===== config.mk =====
export PLATFORM = sky130hd
export DESIGN_NAME = control_unit
export DESIGN_NICKNAME = d
export VERILOG_FILES = /design/src/rtl/cu_pkg.sv /design/src/rtl/cu_moc_timer.sv /design/src/rtl/control_unit.sv
export SDC_FILE = /design/constraint.sdc
export NUM_CORES = 1
export LEC_CHECK = 0
export BUFFER_PORTS_ARGS = -buffer_cell sky130_fd_sc_hd__buf_2
export CAP_MARGIN = 10
export CORE_UTILIZATION = 42
export DETAILED_ROUTE_END_ITERATION = 8
export PLACE_DENSITY = 0.78
export SETUP_SLACK_MARGIN = 0.2
export SYNTH_ARGS = -nofsm -noshare
export SYNTH_HDL_FRONTEND = slang
export SYNTH_SLANG_ARGS = --single-unit

===== constraint.sdc =====
create_clock -name clk -period 2.3 [get_ports clk]
set_clock_uncertainty 0.15 [all_clocks]
set_input_delay 0.46 -clock clk [delete_from_list [all_inputs] [get_ports clk]]
set_output_delay 0.46 -clock clk [all_outputs]
set_load 0.05 [all_outputs]

===== src/rtl/cu_pkg.sv =====
// Shared encodings for the control unit: state codes, ALU opcodes, mux selects, control word.
package cu_pkg;

  typedef enum logic [3:0] {
    ST_IDLE = 4'd0,
    ST_F1   = 4'd1,
    ST_F2   = 4'd2,
    ST_F3   = 4'd3,
    ST_DEC  = 4'd4,
    ST_DP   = 4'd5,
    ST_LS1  = 4'd6,
    ST_LS2  = 4'd7,
    ST_LS3  = 4'd8,
    ST_BR   = 4'd9
  } cu_state_t;

  localparam logic [4:0] OP_SUB   = 5'd2;
  localparam logic [4:0] OP_ADD   = 5'd4;
  localparam logic [4:0] OP_PASSA = 5'd13;

  localparam logic [1:0] MA_RN     = 2'd0;
  localparam logic [1:0] MA_R15    = 2'd2;
  localparam logic [1:0] MB_RM     = 2'd0;
  localparam logic [1:0] MB_IMM    = 2'd1;
  localparam logic [1:0] MB_CONST4 = 2'd2;
  localparam logic [2:0] MC_RD     = 3'd0;
  localparam logic [2:0] MC_R14    = 3'd2;
  localparam logic [2:0] MC_R15    = 3'd3;
  localparam logic [1:0] MF_ALU    = 2'd0;
  localparam logic [1:0] MF_BRANCH = 2'd2;

  localparam int unsigned MOC_TMO_CYCLES = 255;

  typedef struct packed {
    logic [1:0] ma;
    logic [1:0] mb;
    logic [2:0] mc;
    logic       md;
    logic       me;
    logic [1:0] mf;
    logic       mg;
    logic       mh;
    logic [4:0] op;
    logic       rfld;
    logic       irld;
    logic       marld;
    logic       mdrld;
    logic       mfa;
    logic       rw;
  } cu_ctl_t;

endpackage


===== src/rtl/cu_moc_timer.sv =====
// Purpose: counts consecutive cycles spent waiting for moc; only built with CU_MOC_TIMEOUT_EN.
// Latency: expired is a decode of the count register, valid in the 255th wait cycle.
// Backpressure: none; run low (state left or not waiting) clears the count.
module cu_moc_timer
  import cu_pkg::*;
(
  input  logic clk,
  input  logic reset_n,
  input  logic run,
  output logic expired
);

  logic [7:0] cnt;

  always_ff @(posedge clk or negedge reset_n) begin
    if (!reset_n) begin
      cnt <= 8'd0;
    end else if (run) begin
      cnt <= cnt + 8'd1;
    end else begin
      cnt <= 8'd0;
    end
  end

  assign expired = (cnt == 8'(MOC_TMO_CYCLES - 1));

endmodule


===== src/rtl/control_unit.sv =====
// Purpose: Moore control FSM sequencing fetch, decode and execute for the datapath.
// Latency: all outputs registered; moc-qualified strobes (ME, MDRLd, err) land the cycle after moc.
// Backpressure: stalls in F3/LS2 until moc; CU_MOC_TIMEOUT_EN bounds the stall at 255 cycles.
module control_unit
  import cu_pkg::*;
(
  input  logic        clk,
  input  logic        reset_n,
  input  logic [31:0] ir,
  input  logic        cond_ok,
  input  logic        moc,
  output logic [1:0]  MA,
  output logic [1:0]  MB,
  output logic [2:0]  MC,
  output logic        MD,
  output logic        ME,
  output logic [1:0]  MF,
  output logic        MG,
  output logic        MH,
  output logic [1:0]  MI,
  output logic [1:0]  MJ,
  output logic [4:0]  op,
  output logic        RFLd,
  output logic        IRLd,
  output logic        MARLd,
  output logic        MDRLd,
  output logic        MFA,
  output logic        RW,
  output logic        err,
  output logic [3:0]  state
);

  cu_state_t state_q, state_nxt;
  logic      link_q, link_nxt;
  cu_ctl_t   ctl_q, ctl_nxt;
  logic      tmo;
  logic      unused_ir;

  // condition and register/offset fields are consumed by the datapath, not here
  assign unused_ir = ^{ir[31:28], ir[22:21], ir[19:0]};

`ifdef CU_MOC_TIMEOUT_EN
  logic in_wait;
  logic err_q;

  assign in_wait = (state_q == ST_F3) || (state_q == ST_LS2);

  cu_moc_timer u_moc_timer (
    .clk     (clk),
    .reset_n (reset_n),
    .run     (in_wait && (state_nxt == state_q)),
    .expired (tmo)
  );

  always_ff @(posedge clk or negedge reset_n) begin
    if (!reset_n) err_q <= 1'b0;
    else          err_q <= in_wait && !moc && tmo;
  end

  assign err = err_q;
`else
  assign tmo = 1'b0;
  assign err = 1'b0;
`endif

  always_ff @(posedge clk or negedge reset_n) begin
    if (!reset_n) begin
      state_q <= ST_IDLE;
      link_q  <= 1'b0;
      ctl_q   <= '0;
    end else begin
      state_q <= state_nxt;
      link_q  <= link_nxt;
      ctl_q   <= ctl_nxt;
    end
  end

  always_comb begin
    state_nxt = state_q;
    link_nxt  = 1'b0;
    case (state_q)
      ST_IDLE: state_nxt = ST_F1;
      ST_F1:   state_nxt = ST_F2;
      ST_F2:   state_nxt = ST_F3;
      ST_F3: begin
        if (moc)      state_nxt = ST_DEC;
        else if (tmo) state_nxt = ST_F1;
      end
      ST_DEC: begin
        if (!cond_ok)                 state_nxt = ST_F1;
        else if (ir[27:26] == 2'b00)  state_nxt = ST_DP;
        else if (ir[27:26] == 2'b01)  state_nxt = ST_LS1;
        else if (ir[27:25] == 3'b101) begin
          state_nxt = ST_BR;
          link_nxt  = ir[24];
        end else                      state_nxt = ST_F1;
      end
      ST_DP:  state_nxt = ST_F1;
      ST_LS1: state_nxt = ST_LS2;
      ST_LS2: begin
        if (moc)      state_nxt = ir[20] ? ST_LS3 : ST_F1;
        else if (tmo) state_nxt = ST_F1;
      end
      ST_LS3: state_nxt = ST_F1;
      ST_BR:  state_nxt = link_q ? ST_BR : ST_F1;
      default: state_nxt = ST_IDLE;
    endcase
  end

  // Decoding the next state lets the output register track the state register exactly.
  always_comb begin
    ctl_nxt = '0;
    case (state_nxt)
      ST_F1: begin
        ctl_nxt.marld = 1'b1;
        ctl_nxt.ma    = MA_R15;
        ctl_nxt.md    = 1'b1;
        ctl_nxt.op    = OP_PASSA;
      end
      ST_F2: begin
        ctl_nxt.ma   = MA_R15;
        ctl_nxt.mb   = MB_CONST4;
        ctl_nxt.md   = 1'b1;
        ctl_nxt.op   = OP_ADD;
        ctl_nxt.mc   = MC_R15;
        ctl_nxt.rfld = 1'b1;
        ctl_nxt.mfa  = 1'b1;
        ctl_nxt.rw   = 1'b1;
      end
      ST_F3: begin
        ctl_nxt.mfa = 1'b1;
        ctl_nxt.rw  = 1'b1;
      end
      ST_DEC: ctl_nxt.irld = 1'b1;
      ST_DP: begin
        ctl_nxt.ma   = MA_RN;
        ctl_nxt.mb   = ir[25] ? MB_IMM : MB_RM;
        ctl_nxt.mc   = MC_RD;
        ctl_nxt.mf   = MF_ALU;
        ctl_nxt.rfld = (ir[24:23] != 2'b10);
      end
      ST_LS1: begin
        ctl_nxt.ma    = MA_RN;
        ctl_nxt.mb    = MB_IMM;
        ctl_nxt.md    = 1'b1;
        ctl_nxt.op    = ir[23] ? OP_ADD : OP_SUB;
        ctl_nxt.marld = 1'b1;
      end
      ST_LS2: begin
        ctl_nxt.mfa = 1'b1;
        ctl_nxt.rw  = ir[20];
        ctl_nxt.mh  = ir[20];
      end
      ST_LS3: begin
        ctl_nxt.mg   = 1'b1;
        ctl_nxt.mc   = MC_RD;
        ctl_nxt.rfld = 1'b1;
      end
      ST_BR: begin
        ctl_nxt.ma   = MA_R15;
        ctl_nxt.md   = 1'b1;
        ctl_nxt.rfld = 1'b1;
        if (link_nxt) begin
          ctl_nxt.mc = MC_R14;
          ctl_nxt.op = OP_PASSA;
        end else begin
          ctl_nxt.mc = MC_R15;
          ctl_nxt.mf = MF_BRANCH;
          ctl_nxt.op = OP_ADD;
        end
      end
      default: ctl_nxt = '0;
    endcase
    if ((state_q == ST_LS2) && moc) begin
      ctl_nxt.me    = 1'b1;
      ctl_nxt.mdrld = ir[20];
    end
  end

  assign MA    = ctl_q.ma;
  assign MB    = ctl_q.mb;
  assign MC    = ctl_q.mc;
  assign MD    = ctl_q.md;
  assign ME    = ctl_q.me;
  assign MF    = ctl_q.mf;
  assign MG    = ctl_q.mg;
  assign MH    = ctl_q.mh;
  assign MI    = 2'b00;
  assign MJ    = 2'b00;
  assign op    = ctl_q.op;
  assign RFLd  = ctl_q.rfld;
  assign IRLd  = ctl_q.irld;
  assign MARLd = ctl_q.marld;
  assign MDRLd = ctl_q.mdrld;
  assign MFA   = ctl_q.mfa;
  assign RW    = ctl_q.rw;
  assign state = state_q;

endmodule

==> results.md, run 1 <==
* Critical path's top delay family: flip-flops
* Crit path buffers/inverters at 1
* Grt total ovfl at 0
* Routed wire per std cell at between 10 and 15 um
* Root Buffer: clkbuf_4
* Leakage at 0.711 nW
* Relative slew slack at 0.616
* Slowest stage delay, CP at a little under 700 ps
* FF+latch count, synth at 24
* CTS tree: yes
* EDFF count, synth at 0
* Final worst path period share at 0.858
* Area of the mapped netlist at 1150 um2
* HPWL after DPL at between 1.5 and 2 mm
* Cells after synthesis at slightly below 100
* IO Port Bufs at 33
* CP max FO at 13
* CTS buffer count at 3
* PostCTS Resize Cnt at 0
* Max cap viols at 0
* CTS sink count at 24
* Critical path class: reg -> out
* Endpoint type of the worst setup path: output pin
* Worst-Margin Slew at roughly 570 ps
* Vias/cell at around 5
* RSZ-0062 raised after global routing: no
* Worst-skew pair later-pin latency at roughly 320 ps
* Via count at slightly above 800
* Worst hold path class: in -> reg
* Non-filler instance count after layout at roughly 160
* DR pass1 iterations at 4
* DRC Markers at 0
* Largest net degree at the start of global routing at 25
* F_max at 507 MHz
* First-pass GRT wire length at roughly 3.1 mm
* Synth cell count leaders: dfrtp_1 (24), buf_4 (11), inv_1 (6)
* Synth cell types at 39
* Total die area at between 2000 and 3000 um2
* Synthesis Warnings at 0
* FFs w/ async S/R, synth at 1.00
* Pwr dens at roughly 1400 nW/um2
* Layout cell share with drive strength beyond 1 at 0.374
* Setup TNS after final layout at 0 ps
* Hold Vio Cnt, Final at 0
* Area leader, netlist: dfrtp_1
* Register area share after synthesis at 0.523
* CP startpoint kind: flop
* Vias in the first global route at about 700
* Final setup viols at 0
* Ant diodes at 0
* Clk buf depth at 2
* Final min period at around 2000 ps
* Gp weighted congestion at 0.770
* Cell row count at 18
* Primary FF master, synth: dfrtp_1
* Dpl ws at around 400 ps
* Routed WL at just over 2 mm
* Fin. max-slew vios at 0
* CP arrival at 1360 ps
* Nets@finish at ~170
* GRT Total Usage at 0.152
* CTS clk-pin slew, worst paths at about 120 ps
* # fillers at roughly 220
* Final worst setup slack at between 300 and 400 ps
* Die Y at roughly 54 um
* Antenna violations before repair at 0
* Area Growth Syn to Fin at 14.8%
* Status: complete, no violations
* Crit path cell chain: buf_2
* Top post-synthesis cells by area: dfrtp_1 (52%), buf_4 (7.2%), buf_6 (2.9%)
* H-tree depth at 1
* Number of I/O pins at a little under 70
* Count leader, synth: dfrtp_1
* Initial Util at 0.455
* DR iter-0 viols at 8
* Cell count after placement at 156
* Core outline area at ~2500 um2
* Post-route core utilization at 0.523
* Max VDD drop at slightly below 0.0009 V
* Slowest cell on crit path: dfrtp_1
* Post-Syn Area per Cell at 11.7 um2
* Worst EP required at 1690 ps
* ANT nets after route at 0
* Die width at 54.3 um
* Share of the synthesized area in the top cell type at 0.523
cell families (layout without fill, tap and decap cells):
group | count (synthesis) | after routing | share of synthesized area
compound gates | 20 | 20 | 0.130
xor+xnor | 1 | 1 | 0.00763
buf+inv | 20 | 45 | 0.121
flops | 24 | 24 | 0.523
other cells | 1 | 9 | 0.00326
simple gates | 32 | 32 | 0.216
where the power goes:
part           leakage [nW]  internal (mW)  switching [mW]
Clock                0.0210         0.0970           0.122
Combinational         0.379          0.274           0.738
Sequential            0.311          0.550           0.128
Total                 0.711          0.921           0.988
what timing repair did:
item / 4_1_cts / 5_1_grt
hold endpoints to repair: 24 / 0
setup buffers: 0 / 0
endpoints found under the setup margin: 0 / 0
hold buffers: 1 / 0
state kept, by name, indices dropped and copies added, names as in the netlist:
register,flops
MC,2
MB,2
MF,1
MH,1
MD,1
MFA,1
link_q,1
op,3
state,4
RFLd,1
MARLd,1
RW,1
MA,1
MDRLd,1
IRLd,1
ME,1
MG,1
metrics by stage:
stage / hold WS [ps] / area (um2) / total power [mW]
after global routing: 160 / 1320 / 2.03
after CTS: 165 / 1320 / 1.93
after global placement: 301 / 1270 / 1.68
after floorplan: 14.4 / 1180 / 1.55
final: 167 / 1320 / 1.91
after detailed placement: 315 / 1270 / 1.71
worst paths after layout:
path	endpoint	start	cells after the start	slack (ps)
worst min-delay path	op[1]$_DFF_PN0_	ir[23]	2	170
worst max register to register	MD$_DFF_PN0_	state[1]$_DFF_PN0_	4	390
max in group asynchronous	state[3]$_DFF_PN0_	reset_n	2	1180
min in group asynchronous	MDRLd$_DFF_PN0_	reset_n	2	480
worst min register to register	MC[1]$_DFF_PN0_	link_q$_DFF_PN0_	3	530
worst max-delay path	state[1]	state[1]$_DFF_PN0_	1	330
per-layer routing:
| layer | global-route usage | vias up | part of all wire | wire [um] |
|---|---|---|---|---|
| li1 | - | 396 | - | - |
| met2 | 0.258 | 33 | 0.49 | 993 |
| met4 | 0.0897 | 0 | 0.028 | 57 |
| met3 | 0.0194 | 5 | 0.057 | 116 |
| met5 | 0 | - | 0 | 0 |
| met1 | 0.183 | 378 | 0.43 | 866 |
cells in the final DEF (no fill, tap or decap), types with 2 or more instances in the layout:
master,Yosys,layout
conb_1,1,9
o211ai_1,3,3
nand2_1,4,4
clkbuf_4,0,3
o21ai_0,4,4
o21bai_1,3,3
nor3b_1,2,2
inv_1,6,6
nor2b_1,2,2
nand2b_1,2,2
buf_2,0,33
dfrtp_1,24,24
nand3_1,4,4
a21boi_0,2,2
nor2_1,3,3
layout make-up:
type	instances	area, um2	area share
clock buffers	4	36.3	0.0275
inverters	6	22.5	0.0171
multi-input cells	62	439	0.333
flip-flops and latches	24	601	0.455
well taps	30	37.5	0.0285
repair buffers	35	183	0.139
(Power assumes the default switching activity.)
==> run 2: changes to the inputs <==
CORE_UTILIZATION = 44   (was 42)
CTS_BUF_LIST = sky130_fd_sc_hd__clkbuf_4   (was default)
PLACE_DENSITY = 0.81   (was 0.78)
==> results.md, run 2 (same netlist as run 1, synthesis figures left out) <==
* Dpl ws at a little over 400 ps
* Final min period at 1960 ps
* Reg2reg setup slack at about 400 ps
* Worst-Margin Slew at 599 ps
* Routed WL at roughly 2.1 mm
* Fin. max-slew vios at 0
* Antenna violations before repair at 0
* Critical path class: reg -> out
* Max VDD drop at between 0.0007 and 0.0008 V
* Leakage at approximately 0.71 nW
* Hold path depth at 2
* Crit path buffers/inverters at 1
* Endpoint type of the worst setup path: output pin
* Setup TNS after final layout at 0 ps
* ANT nets after route at 0
* CP arrival at between 1000 and 1500 ps
* Status: complete, no violations
* F_max at about 510 MHz
* Die Y at between 50 and 60 um
* Pwr dens at between 1000 and 1500 nW/um2
* PostCTS Resize Cnt at 0
* H-tree depth at 1
* Nets@finish at 168
* Largest net degree at the start of global routing at 25
* Grt total ovfl at 0
* Ant diodes at 0
* Max cap viols at 0
* Core outline area at about 2500 um2
* Most common cell after layout, fill and taps aside: buf_2
* CTS clk-pin slew, worst paths at around 120 ps
* Initial Util at 0.464
* RR Endpoint: MARLd$_DFF_PN0_
* Critical path's top delay family: flip-flops
* # fillers at approximately 230
* Most frequent cells in the layout: buf_2 (33), dfrtp_1 (24), conb_1 (9)
* Via count at 860
* Routed wire per std cell at around 13 um
* Reg2reg path depth at 4
* Slowest stage delay, CP at approximately 680 ps
* IO Port Bufs at 33
* DRC Markers at 0
* Total die area at 2820 um2
* Post-CTS Hold Buffers at 1
* CTS sink count at 24
* Gp weighted congestion at 0.797
* Layout cell share with drive strength beyond 1 at 0.366
* WHS at between 150 and 200 ps
* GRT Total Usage at 0.178
* First-pass GRT wire length at ~3.5 mm
* HPWL after DPL at roughly 1.5 mm
* Origin of the critical flop-to-flop path: state[1]$_DFF_PN0_
* Number of I/O pins at slightly below 70
* Clk buf depth at 2
* Final setup viols at 0
* Root Buffer: clkbuf_4
* Worst-skew pair later-pin latency at 320 ps
* Post-CTS Setup Bufs at 0
* Crit path cell chain: buf_2
* Worst EP required at roughly 1700 ps
* Hold Path End: op[1]$_DFF_PN0_
* CP max FO at 15
* Slowest cell on crit path: dfrtp_1
* Relative slew slack at 0.595
* Vias in the first global route at 766
* Vias/cell at roughly 5.3
* CTS tree: yes
* Final worst path period share at 0.853
* CP startpoint kind: flop
* DR iter-0 viols at 34
* Area Growth Syn to Fin at 13.9%
* Die width at ~53 um
* Cell row count at 18
* HP Start: ir[23]
* DR pass1 iterations at 6
* Hold Vio Cnt, Final at 0
* Flip-flop count of the largest register after layout at 4
* Worst hold path class: in -> reg
* Final worst setup slack at ~340 ps
* RSZ-0062 raised after global routing: no
* CTS buffer count at 3
run 2: cell type report:
type	count	area, um2	share of cell area
clock buffer	3	22.5	0.0172
clock inverter	1	3.75	0.00287
inverter	6	22.5	0.0172
multi-input combinational	62	439	0.336
sequential	24	601	0.459
tap	30	37.5	0.0287
timing repair buffer	35	183	0.140
run 2: per-layer routing:
| metal | routed length, um | global-route usage | up-vias |
|---|---|---|---|
| met3 | 141 | 0.0345 | 4 |
| met4 | 38 | 0.105 | 0 |
| met2 | 1110 | 0.293 | 38 |
| met5 | 0 | 0 | - |
| li1 | - | - | 396 |
| met1 | 810 | 0.213 | 422 |
run 2: worst max path at each step:
| stage | endpoint | cells past startpoint | start |
|---|---|---|---|
| after CTS | state[1] | 1 | state[1]$_DFF_PN0_ |
| after floorplan | MD$_DFF_PN0_ | 5 | state[0]$_DFF_PN0_ |
| after detailed placement | MARLd$_DFF_PN0_ | 4 | state[1]$_DFF_PN0_ |
| final | state[3] | 1 | state[3]$_DFF_PN0_ |
| after global placement | op[2]$_DFF_PN0_ | 4 | state[1]$_DFF_PN0_ |
| after global routing | state[3] | 1 | state[3]$_DFF_PN0_ |
run 2: power breakdown:
part	switching, mW	internal [mW]	total, mW
combinational	0.745	0.274	1.02
sequential	0.126	0.550	0.676
clock	0.123	0.0637	0.186
run 2: per-stage QoR:
stage | instance area [um2] | power [mW] | std cells | utilization
5_1_grt | 1310 | 2.02 | 161 | 0.528
3_5_place_dp | 1270 | 1.71 | 156 | 0.514
4_1_cts | 1310 | 1.90 | 161 | 0.528
3_3_place_gp | 1270 | 1.68 | 156 | 0.514
2_1_floorplan | 1180 | 1.55 | 106 | -
6_report | 1310 | 1.88 | 161 | 0.528
==> run 3: changes to the inputs <==
CTS_BUF_LIST = sky130_fd_sc_hd__clkbuf_8   (was sky130_fd_sc_hd__clkbuf_4)
==> results.md, run 3 (same netlist as run 1, synthesis figures left out) <==
* GRT Total Usage at 0.168
* Area Growth Syn to Fin at 15.6%
* Final setup viols at 0
* Grt total ovfl at 0
* Nets@finish at 167
* Worst-skew pair later-pin latency at approximately 270 ps
* Total power at about 2.0 mW
* First-pass GRT wire length at approximately 3.3 mm
* Core outline area at 2480 um2
* CTS clk-pin slew, worst paths at 80 ps
* Post-CTS Setup Bufs at 0
* Endpoint type of the worst setup path: output pin
* Routed WL at 2.08 mm
* Reg2reg setup slack at slightly above 400 ps
* DRC Markers at 2
* Reg2reg path depth at 4
* Gp weighted congestion at roughly 0.8
* Final worst path period share at 0.830
* Critical path's top delay family: flip-flops
* CTS sink count at 24
* Antenna violations before repair at 0
* Relative slew slack at 0.597
* HPWL after DPL at 1.54 mm
* Die width at 53.1 um
* Total die area at around 2800 um2
* Largest net degree at the start of global routing at 25
* Layout cell share with drive strength beyond 1 at 0.377
* Critical path class: reg -> out
* CTS tree: yes
* IO Port Bufs at 33
* RR Endpoint: MARLd$_DFF_PN0_
* Max cap viols at 0
* Number of I/O pins at around 70
* Max VDD drop at 0.000795 V
* Post-CTS Hold Buffers at 0
* Clk buf depth at 2
* CTS buffer count at 3
* Cell row count at 18
* Slowest stage delay, CP at 670 ps
* Setup TNS after final layout at 0 ps
* Worst hold path class: in -> async
* Crit path buffers/inverters at 1
* F_max at 524 MHz
* Slowest cell on crit path: dfrtp_1
* Via count at around 850
* Leakage at roughly 0.71 nW
* RSZ-0062 raised after global routing: no
* Initial Util at 0.464
* Post-route core utilization at 0.536
* Vias/cell at 5.29
* # fillers at between 200 and 250
* Origin of the critical flop-to-flop path: state[1]$_DFF_PN0_
* Final min period at 1910 ps
* Fin. max-slew vios at 0
* Crit path cell chain: buf_2
* CP max FO at 15
* Flip-flop count of the largest register after layout at 4
* H-tree depth at 1
* PostCTS Resize Cnt at 0
* Hold Vio Cnt, Final at 0
* Worst EP required at about 1700 ps
* Status: complete, but fails checks
* CP arrival at 1300 ps
* DR iter-0 viols at 20
* ANT nets after route at 0
* Most frequent cells in the layout: buf_2 (33), dfrtp_1 (24), conb_1 (9)
* CP startpoint kind: flop
* DR pass1 iterations at 6
* Ant diodes at 0
* Root Buffer: clkbuf_8
* Pwr dens at 1490 nW/um2
* Die Y at between 50 and 60 um
* Vias in the first global route at 745
* Failing checks: design-rule violations
* Worst-Margin Slew at just under 600 ps
* Most common cell after layout, fill and taps aside: buf_2
* Routed wire per std cell at 13.0 um
[run 3: metal layers]
| metal | vias up | GRT usage | wire length [um] |
|---|---|---|---|
| met5 | - | 0 | 0 |
| met4 | 0 | 0.0921 | 55 |
| met3 | 5 | 0.0259 | 138 |
| met2 | 44 | 0.297 | 1060 |
| met1 | 405 | 0.190 | 825 |
| li1 | 392 | - | - |
[run 3: worst max path at each step]
stage | startpoint | to | slack (ps) | depth (start not counted)
floorplan | state[0]$_DFF_PN0_ | MD$_DFF_PN0_ | 300 | 5
global placement | state[1]$_DFF_PN0_ | op[2]$_DFF_PN0_ | 460 | 4
detailed placement | state[1]$_DFF_PN0_ | MARLd$_DFF_PN0_ | 410 | 4
CTS | state[1]$_DFF_PN0_ | state[1] | 390 | 1
global route | state[0]$_DFF_PN0_ | MARLd$_DFF_PN0_ | 260 | 4
finish | state[3]$_DFF_PN0_ | state[3] | 390 | 1
[run 3: power breakdown]
group / total [mW] / internal (mW) / switching [mW]
Clock: 0.285 / 0.153 / 0.132
Combinational: 1.02 / 0.273 / 0.745
Sequential: 0.677 / 0.551 / 0.126
Total: 1.98 / 0.977 / 1.00
[run 3: worst reg2reg max path: cells and delay by family, from the launching register on]
family          cells  cell delay (ps)
compound gates      1              120
simple gates        3              820
flops               1              660
[run 3: area by class of cell]
type,count,area [um2],area share
Timing Repair Buffer,34,173,0.130
Sequential cell,24,601,0.452
Tap cell,30,37.5,0.0283
Clock buffer,4,55.1,0.0415
Inverter,6,22.5,0.0170
Multi-Input combinational cell,62,439,0.331
[run 3: through the flow]
step / setup slack, ps / area [um2] / instances / hold slack [ps]
final: 392 / 1330 / 160 / 0.572
after detailed placement: 410 / 1270 / 156 / 312
after CTS: 392 / 1330 / 160 / 17.4
after global placement: 461 / 1270 / 156 / 300
after floorplan: 303 / 1180 / 106 / 14.4
after global routing: 261 / 1330 / 160 / 39.0
